**config.mk**
```make
export PLATFORM = sky130hd
export DESIGN_NAME = mem_access_unit
export DESIGN_NICKNAME = d
export VERILOG_FILES = /design/src/rtl/mem_access_unit.sv
export SDC_FILE = /design/constraint.sdc
export NUM_CORES = 1
export LEC_CHECK = 0
export CORE_MARGIN = 4
export CORE_UTILIZATION = 47
export CTS_BUF_LIST = sky130_fd_sc_hd__clkbuf_16
export CTS_CLUSTER_SIZE = 14
export DETAILED_ROUTE_END_ITERATION = 10
export GPL_TIMING_DRIVEN = 0
export PLACE_DENSITY = 0.81
export SYNTH_ARGS = -nofsm -noshare
export SYNTH_HDL_FRONTEND = slang
export SYNTH_SLANG_ARGS = --single-unit
export TNS_END_PERCENT = 30
```
**constraint.sdc**
```tcl
create_clock -name clock -period 5.3 [get_ports clock]
set_input_delay 1.325 -clock clock [delete_from_list [all_inputs] [get_ports clock]]
set_output_delay 1.325 -clock clock [all_outputs]
set_load 0.05 [all_outputs]
```
**src/rtl/mem_access_unit.sv**
```systemverilog
// Load/store controller for a word-wide single-port synchronous data memory.
// Optional misalignment error reporting: define MAU_ALIGN_CHECK_EN.
module mem_access_unit #(
  parameter int MEM_LATENCY = 1,
  parameter int WORD_SHIFT  = 2
) (
  input  logic        clock,
  input  logic        reset,
  input  logic        req_valid,
  output logic        req_ready,
  input  logic        req_we,
  input  logic [1:0]  req_size,
  input  logic        req_signed,
  input  logic [31:0] req_addr,
  input  logic [31:0] req_wdata,
  output logic        resp_valid,
  input  logic        resp_ready,
  output logic [31:0] resp_rdata,
  output logic        resp_err,
  output logic        mem_read,
  output logic        mem_write,
  output logic [31:0] mem_addr,
  output logic [31:0] mem_wdata,
  input  logic [31:0] mem_rdata
);

  typedef enum logic [1:0] {IDLE, READ, WRITE, RESP} state_t;

  state_t      state_q, state_d;
  logic [2:0]  cnt_q, cnt_d;
  logic [1:0]  offset_q, offset_d;
  logic [1:0]  size_q, size_d;
  logic        signed_q, signed_d;
  logic        we_q, we_d;
  logic [15:0] wdata_q, wdata_d;
  logic        req_ready_q, req_ready_d;
  logic        resp_valid_q, resp_valid_d;
  logic [31:0] resp_rdata_q, resp_rdata_d;
  logic        resp_err_q, resp_err_d;
  logic        mem_read_q, mem_read_d;
  logic        mem_write_q, mem_write_d;
  logic [31:0] mem_addr_q, mem_addr_d;
  logic [31:0] mem_wdata_q, mem_wdata_d;

  logic        req_is_word;
  logic        req_is_half;
  logic        err_req;
  logic [31:0] aligned_addr;
  logic [7:0]  byte_lane;
  logic [15:0] half_lane;
  logic [31:0] load_val;
  logic [31:0] merge_val;

  assign req_is_word = req_size[1];
  assign req_is_half = (req_size == 2'b01);

  // Without the check, offending low bits are silently cleared instead
  always_comb begin
    aligned_addr = req_addr;
    if (req_is_word) begin
      aligned_addr[1:0] = 2'b00;
    end else if (req_is_half) begin
      aligned_addr[0] = 1'b0;
    end
  end

`ifdef MAU_ALIGN_CHECK_EN
  assign err_req = (req_is_half && req_addr[0]) ||
                   (req_is_word && (req_addr[1:0] != 2'b00));
`else
  assign err_req = 1'b0;
`endif

  // Big-endian lanes: offset 0 is the most significant byte
  always_comb begin
    byte_lane = mem_rdata[31:24];
    case (offset_q)
      2'd0: byte_lane = mem_rdata[31:24];
      2'd1: byte_lane = mem_rdata[23:16];
      2'd2: byte_lane = mem_rdata[15:8];
      2'd3: byte_lane = mem_rdata[7:0];
      default: byte_lane = mem_rdata[31:24];
    endcase
    half_lane = offset_q[1] ? mem_rdata[15:0] : mem_rdata[31:16];

    if (size_q[1]) begin
      load_val = mem_rdata;
    end else if (size_q[0]) begin
      load_val = {{16{signed_q & half_lane[15]}}, half_lane};
    end else begin
      load_val = {{24{signed_q & byte_lane[7]}}, byte_lane};
    end

    merge_val = mem_rdata;
    if (size_q[0]) begin
      if (offset_q[1]) begin
        merge_val[15:0] = wdata_q;
      end else begin
        merge_val[31:16] = wdata_q;
      end
    end else begin
      case (offset_q)
        2'd0: merge_val[31:24] = wdata_q[7:0];
        2'd1: merge_val[23:16] = wdata_q[7:0];
        2'd2: merge_val[15:8]  = wdata_q[7:0];
        2'd3: merge_val[7:0]   = wdata_q[7:0];
        default: merge_val = mem_rdata;
      endcase
    end
  end

  always_comb begin
    state_d      = state_q;
    cnt_d        = cnt_q;
    offset_d     = offset_q;
    size_d       = size_q;
    signed_d     = signed_q;
    we_d         = we_q;
    wdata_d      = wdata_q;
    req_ready_d  = req_ready_q;
    resp_valid_d = resp_valid_q;
    resp_rdata_d = resp_rdata_q;
    resp_err_d   = resp_err_q;
    mem_read_d   = mem_read_q;
    mem_write_d  = mem_write_q;
    mem_addr_d   = mem_addr_q;
    mem_wdata_d  = mem_wdata_q;

    case (state_q)
      IDLE: begin
        if (req_valid && req_ready_q) begin
          offset_d    = aligned_addr[1:0];
          size_d      = req_size;
          signed_d    = req_signed;
          we_d        = req_we;
          wdata_d     = req_wdata[15:0];
          req_ready_d = 1'b0;
          resp_err_d  = 1'b0;
          cnt_d       = 3'd0;
          if (err_req) begin
            state_d      = RESP;
            resp_valid_d = 1'b1;
            resp_err_d   = 1'b1;
            resp_rdata_d = 32'd0;
          end else if (req_we && req_is_word) begin
            state_d     = WRITE;
            mem_write_d = 1'b1;
            mem_addr_d  = aligned_addr >> WORD_SHIFT;
            mem_wdata_d = req_wdata;
          end else begin
            state_d    = READ;
            mem_read_d = 1'b1;
            mem_addr_d = aligned_addr >> WORD_SHIFT;
          end
        end
      end

      // The counter's final value marks the edge where mem_rdata is valid
      READ: begin
        if (cnt_q == 3'(MEM_LATENCY)) begin
          mem_read_d = 1'b0;
          if (we_q) begin
            state_d     = WRITE;
            mem_write_d = 1'b1;
            mem_wdata_d = merge_val;
          end else begin
            state_d      = RESP;
            resp_valid_d = 1'b1;
            resp_rdata_d = load_val;
          end
        end else begin
          cnt_d = cnt_q + 3'd1;
        end
      end

      WRITE: begin
        state_d      = RESP;
        mem_write_d  = 1'b0;
        resp_valid_d = 1'b1;
        resp_rdata_d = 32'd0;
        resp_err_d   = 1'b0;
      end

      RESP: begin
        if (resp_ready) begin
          state_d      = IDLE;
          resp_valid_d = 1'b0;
          req_ready_d  = 1'b1;
        end
      end

      default: begin
        state_d      = IDLE;
        req_ready_d  = 1'b1;
        resp_valid_d = 1'b0;
        mem_read_d   = 1'b0;
        mem_write_d  = 1'b0;
      end
    endcase
  end

  always_ff @(posedge clock or posedge reset) begin
    if (reset) begin
      state_q      <= IDLE;
      cnt_q        <= 3'd0;
      offset_q     <= 2'd0;
      size_q       <= 2'd0;
      signed_q     <= 1'b0;
      we_q         <= 1'b0;
      wdata_q      <= 16'd0;
      req_ready_q  <= 1'b1;
      resp_valid_q <= 1'b0;
      resp_rdata_q <= 32'd0;
      resp_err_q   <= 1'b0;
      mem_read_q   <= 1'b0;
      mem_write_q  <= 1'b0;
      mem_addr_q   <= 32'd0;
      mem_wdata_q  <= 32'd0;
    end else begin
      state_q      <= state_d;
      cnt_q        <= cnt_d;
      offset_q     <= offset_d;
      size_q       <= size_d;
      signed_q     <= signed_d;
      we_q         <= we_d;
      wdata_q      <= wdata_d;
      req_ready_q  <= req_ready_d;
      resp_valid_q <= resp_valid_d;
      resp_rdata_q <= resp_rdata_d;
      resp_err_q   <= resp_err_d;
      mem_read_q   <= mem_read_d;
      mem_write_q  <= mem_write_d;
      mem_addr_q   <= mem_addr_d;
      mem_wdata_q  <= mem_wdata_d;
    end
  end

  assign req_ready  = req_ready_q;
  assign resp_valid = resp_valid_q;
  assign resp_rdata = resp_rdata_q;
  assign resp_err   = resp_err_q;
  assign mem_read   = mem_read_q;
  assign mem_write  = mem_write_q;
  assign mem_addr   = mem_addr_q;
  assign mem_wdata  = mem_wdata_q;

endmodule

```
==> results of run 1 <==
==> routing by layer <==
| metal | vias to the layer above | share of wire (%) | track usage [%] | routed length [um] |
|---|---|---|---|---|
| met5 | - | 0 | 0 | 0 |
| met4 | 0 | 4.2 | 14.2 | 927 |
| met1 | 2927 | 38 | 34.2 | 8350 |
| met3 | 77 | 10 | 7.87 | 2230 |
| li1 | 2628 | - | - | - |
| met2 | 349 | 47 | 43.4 | 10400 |
==> per-stage QoR <==
step	util [%]	cell area [um^2]	setup TNS [ps]
floorplan	-	6510	0
global placement	65.2	8740	-118140
detailed placement	65.5	8770	0
CTS	69.6	9330	0
global route	69.6	9330	0
finish	69.6	9330	0
==> path summary, 6_finish.rpt <==
path	startpoint	end	slack [ps]	cells after the start
min in group asynchronous	reset	mem_addr[20]	1320	2
setup reg to reg	state_q[1]	mem_wdata[28]	2840	7
hold reg to reg	mem_wdata[2]	mem_wdata[2]	480	1
max in group asynchronous	reset	req_ready	3200	3
setup / recovery	req_ready	req_ready	2150	1
hold / removal	mem_wdata[2]	mem_wdata[2]	480	1
==> power by group <==
| group | internal, uW | switching [uW] | total, uW | leakage (uW) |
|---|---|---|---|---|
| registers | 1400 | 315 | 1720 | 0.00156 |
| clock network | 718 | 396 | 1110 | 0.000281 |
| logic | 1550 | 2640 | 4190 | 0.00222 |
==> Yosys cell counts, types with 5 or more instances <==
| cell | instances | share of area (%) |
|---|---|---|
| dfrtp_1 | 124 | 48 |
| mux2_2 | 52 | 9.0 |
| nand2_1 | 42 | 2.4 |
| nor2_1 | 42 | 2.4 |
| or3_1 | 29 | 2.8 |
| a21o_1 | 24 | 2.8 |
| mux2i_1 | 21 | 3.2 |
| a211oi_2 | 20 | 3.8 |
| clkbuf_1 | 17 | 0.98 |
| a221o_1 | 16 | 2.5 |
| buf_2 | 16 | 1.2 |
| o221ai_1 | 16 | 2.2 |
| nand3b_1 | 11 | 1.3 |
| a22o_1 | 10 | 1.3 |
| inv_1 | 10 | 0.58 |
| o31ai_1 | 10 | 1.2 |
| a31oi_1 | 8 | 0.77 |
| o31ai_2 | 8 | 1.5 |
| o32a_1 | 8 | 1.2 |
| o32ai_1 | 8 | 1.1 |
| ha_1 | 7 | 1.3 |
| nand3_1 | 7 | 0.54 |
| o21ai_0 | 7 | 0.54 |
| o2111ai_1 | 6 | 0.81 |
| a211oi_1 | 5 | 0.58 |
| a21oi_1 | 5 | 0.38 |
| buf_1 | 5 | 0.29 |
| buf_4 | 5 | 0.58 |
| nand2b_1 | 5 | 0.48 |
==> cell type report <==
class	count	area, um^2
sequential	125	3130
multi-input combinational	394	3090
clock inverter	13	133
clock buffer	17	425
timing repair buffer	202	2040
buffer	48	250
fill	969	4070
tap	176	220
inverter	10	42.5
==> registers in the layout, summed over array words and instances, names as in the netlist <==
name	count
cnt_q	3
mem_addr	30
mem_read	1
mem_wdata	32
mem_write	1
offset_q	2
req_ready	1
resp_rdata	32
resp_valid	1
signed_q	1
size_q	2
state_q	2
wdata_q	16
we_q	1
==> logic make-up (layout without fill, tap and decap cells) <==
family | count (synthesis) | after routing | share of synthesized area (%)
buf+inv | 58 | 290 | 4.43
simple gates | 145 | 145 | 11.1
mux | 73 | 73 | 12.2
fa+ha+maj | 7 | 7 | 1.35
other cells | 1 | 3 | 0.0577
flops | 125 | 125 | 48.1
compound gates | 166 | 166 | 22.7
==> results.toml, run 1 <==
[grt]
grt_max_degree = 85
grt_pass1_wl_um = 33600
first_global_vias = 6133
antenna_found_initial = 0
grt_use_total_pct = 27.4
grt_overflow_total = 0

[drt]
drc = 0
drt-vias-per-instance = 6.07
routedWlPerCell_um = 22.2
drt_wl_total_um = 21900
drt_iter0_drc = 377
drtPass1Iterations = 5
ant_nets = 0
vias = 5981

[timing]
worst_slack_ps = 2150
slew_violations = 0
hold_slack_ps = 477
hold_viol = 0
fin_crit_ps = 3150
finClkSkew_ps = 7.21
clock.fmax_ghz = 0.318
fin_crit_sh_pct = 59.4
grt_setup_unrepaired = "false"
worstMarginPinSlew_ps = 778
slew_headroom_pct = 48.0
setup_viol = 0

[cts]
cts_tree = "built"
clk_path_buf_depth = 2
clock-sinks = 125
insertion_delay_ps = 410
cts_inserted_buffers = 17
htreeDepth = 4
cts_root_buf = "clkbuf_16"
clkSlewWorstSetupHoldPaths_ps = 50
ctsResizeCount = 0
cts_hold_buf = 0
cts_setup_buffers = 0

[layout]
fin_nets = 909
num_antenna_cells = 0
final_cell_mix = "201 x clkdlybuf4s50_1, 124 x dfrtp_1, 52 x mux2_2"
drive_gt1_share_pct = 17.3
syn_to_final_growth_pct = 43.5
final_cell_count_no_fill = 985
final_common_cell = "clkdlybuf4s50_1"

[synth]
yosysUniqueCellTypes = 54
avgSynthCellArea_um2 = 11.3
postSynth.asyncResetShare_pct = 100
synth_area_um2 = 6500
ys_ff_latch = 125
syn_inst = 575
synth-edff-count = 0
synthFlopType = "dfrtp_1"
ys_warn_count = 0
ys_seq_area_share_pct = 48.1

[die]
core.rowCount = 42
dieArea_um2 = 15800
io_pins = 205
start_util_pct = 48.5
die_w_um = 126
core_um2 = 13400
die_y_um = 126

[setup_path]
worstPathRequired_ps = 3970
cp_top_family = "buffers and inverters"
worstSetupEndpointType = "output pin"
max_stage_delay_ps = 830
start_kind = "register"
worstPathArrival_ps = 1820
worst-path-buf-inv = 1
crit_chain = "clkdlybuf4s50_1"
slowest_stage = "clkdlybuf4s50_1"
critPathMaxFanout = 6
crit_type = "register to output pin"

[status]
outcome = "finished clean"

[power_and_ir_drop]
p_per_area_nw_per_um2 = 752
ir_worst_vdd_uv = 442
power_uw = 7020
leakage_uw = 0.00406

[flow_run]
max_cap_viol_count = 0

[placed_design]
io_buffers = 201
dp_slack_ps = 1890
placed_cells = 955
hpwl_um = 16400
finalWeightedCongestion = 1.01

[worst_hold_path]
hold_path.class = "register to register"
Power figures use the tool's default switching activity.
==> run 2: changes to the inputs <==
--- a/config.mk
+++ b/config.mk
@@ -6,12 +6,12 @@
 export NUM_CORES = 1
 export LEC_CHECK = 0
 export CORE_MARGIN = 4
-export CORE_UTILIZATION = 47
+export CORE_UTILIZATION = 43
 export CTS_BUF_LIST = sky130_fd_sc_hd__clkbuf_16
 export CTS_CLUSTER_SIZE = 14
 export DETAILED_ROUTE_END_ITERATION = 10
 export GPL_TIMING_DRIVEN = 0
-export PLACE_DENSITY = 0.81
+export PLACE_DENSITY = 0.78
 export SYNTH_ARGS = -nofsm -noshare
 export SYNTH_HDL_FRONTEND = slang
 export SYNTH_SLANG_ARGS = --single-unit
==> constraint.sdc (replaced) <==
create_clock -name clock -period 2.7 [get_ports clock]
set_input_delay 0.675 -clock clock [delete_from_list [all_inputs] [get_ports clock]]
set_output_delay 0.675 -clock clock [all_outputs]
set_load 0.05 [all_outputs]
==> results.toml, run 2 (synthesis gave the netlist of run 1 again) <==
[layout]
fin_nets = 911
final_cell_mix = "201 x clkdlybuf4s50_1, 124 x dfrtp_1, 52 x mux2_2"
seqCellArea_um2 = 3130
fillers = 1155
syn_to_final_growth_pct = 43.5
drive_gt1_share_pct = 17.8
multi_input_area_um2 = 3090
num_antenna_cells = 0
final_common_cell = "clkdlybuf4s50_1"
final_cell_count_no_fill = 994

[cts]
cts_tree = "built"
cts_hold_buf = 0
cts_root_buf = "clkbuf_16"
ctsResizeCount = 0
clock-sinks = 125
clk_path_buf_depth = 2
cts_setup_buffers = 0
cts_inserted_buffers = 17
htreeDepth = 4
insertion_delay_ps = 430
clkSlewWorstSetupHoldPaths_ps = 50

[grt]
first_global_vias = 5941
antenna_found_initial = 0
grt_max_degree = 42
grt_use_total_pct = 25.6
grt_overflow_total = 0
grt_pass1_wl_um = 33000

[placed_design]
io_buffers = 201
placed_cells = 965
finalWeightedCongestion = 0.992
hpwl_um = 17000

[power_and_ir_drop]
seqPwrFrac_pct = 24.7
switchingPower_uw = 6600
ir_worst_vdd_uv = 864
power_uw = 13600
internal_power_uw = 7030
combPwrFrac_pct = 60.5
leakage_uw = 0.00406
p_per_area_nw_per_um2 = 1460
pwr-share-clk_pct = 14.8
swShare_pct = 48.4

[drt]
ant_nets = 0
drtPass1Iterations = 5
drt-vias-per-instance = 5.99
drt_wl_total_um = 22200
drc = 0
vias = 5951
routedWlPerCell_um = 22.4
drt_iter0_drc = 579

[timing]
slew_headroom_pct = 54.6
worstMarginPinSlew_ps = 681
finClkSkew_ps = 11.3
fin_crit_sh_pct = 92.2
clock.fmax_ghz = 0.402
final.setup.tns_ps = 0
setup_viol = 0
slew_violations = 0
hold_viol = 0
fin_crit_ps = 2490
grt_setup_unrepaired = "false"

[setup_path]
max_stage_delay_ps = 820
crit_chain = "clkdlybuf4s50_1"
crit_type = "register to output pin"
worstPathArrival_ps = 1820
critPathMaxFanout = 6
worst-path-buf-inv = 1
worstSetupEndpointType = "output pin"
r2r_slack_ps = 300
cp_top_family = "buffers and inverters"
start_kind = "register"
slowest_stage = "clkdlybuf4s50_1"
worstPathRequired_ps = 2030

[status]
outcome = "finished clean"

[flow_run]
max_cap_viol_count = 0

[die]
die_y_um = 131
core.rowCount = 44
die_w_um = 131
start_util_pct = 44.2
dieArea_um2 = 17200
io_pins = 205
core_um2 = 14700

[worst_hold_path]
hold_path.class = "register to register"
-- run 2: cell type report --
class	count	area share (%)
flip-flops and latches	125	33.5
multi-input cells	394	33.1
repair buffers	204	22.3
clock buffers	17	4.56
plain buffers	48	2.68
well taps	184	2.47
clock inverters	12	0.898
inverters	10	0.442
-- run 2: power by group through the flow --
stage | Combinational [uW] | Clock, uW | Sequential (uW)
global placement | 7990 | 0 | 3330
floorplan | 3530 | 0 | 5410
CTS | 8210 | 2050 | 3360
detailed placement | 8170 | 0 | 3370
global route | 8700 | 2120 | 3450
finish | 8240 | 2010 | 3370
-- run 2: path summary, 6_finish.rpt --
path / start / endpoint / cells after the start
worst min-delay path: mem_wdata[4] / mem_wdata[4] / 1
max in group asynchronous: reset / req_ready / 4
min in group asynchronous: reset / mem_addr[5] / 2
worst max register to register: state_q[1] / resp_valid / 8
worst min register to register: mem_wdata[4] / mem_wdata[4] / 1
worst max-delay path: req_ready / req_ready / 1
-- run 2: per-layer routing --
layer	GRT usage (%)	wire length, um	vias to the layer above
met4	10.7	635	0
met2	38.9	10400	327
met1	34.3	9250	2940
met3	7.24	1910	49
met5	0	0	-
li1	-	-	2635
-- run 2: per-stage QoR --
| step | setup slack, ps | area (um^2) | utilization (%) | hold WS [ps] |
|---|---|---|---|---|
| 2_1_floorplan | 487 | 6510 | - | 500 |
| 3_3_place_gp | -593 | 8760 | 59.6 | 463 |
| 3_5_place_dp | 40.0 | 8820 | 60.0 | 466 |
| 4_1_cts | 190 | 9330 | 63.5 | 482 |
| 5_1_grt | 90.0 | 9330 | 63.5 | 495 |
| 6_report | 210 | 9330 | 63.5 | 478 |
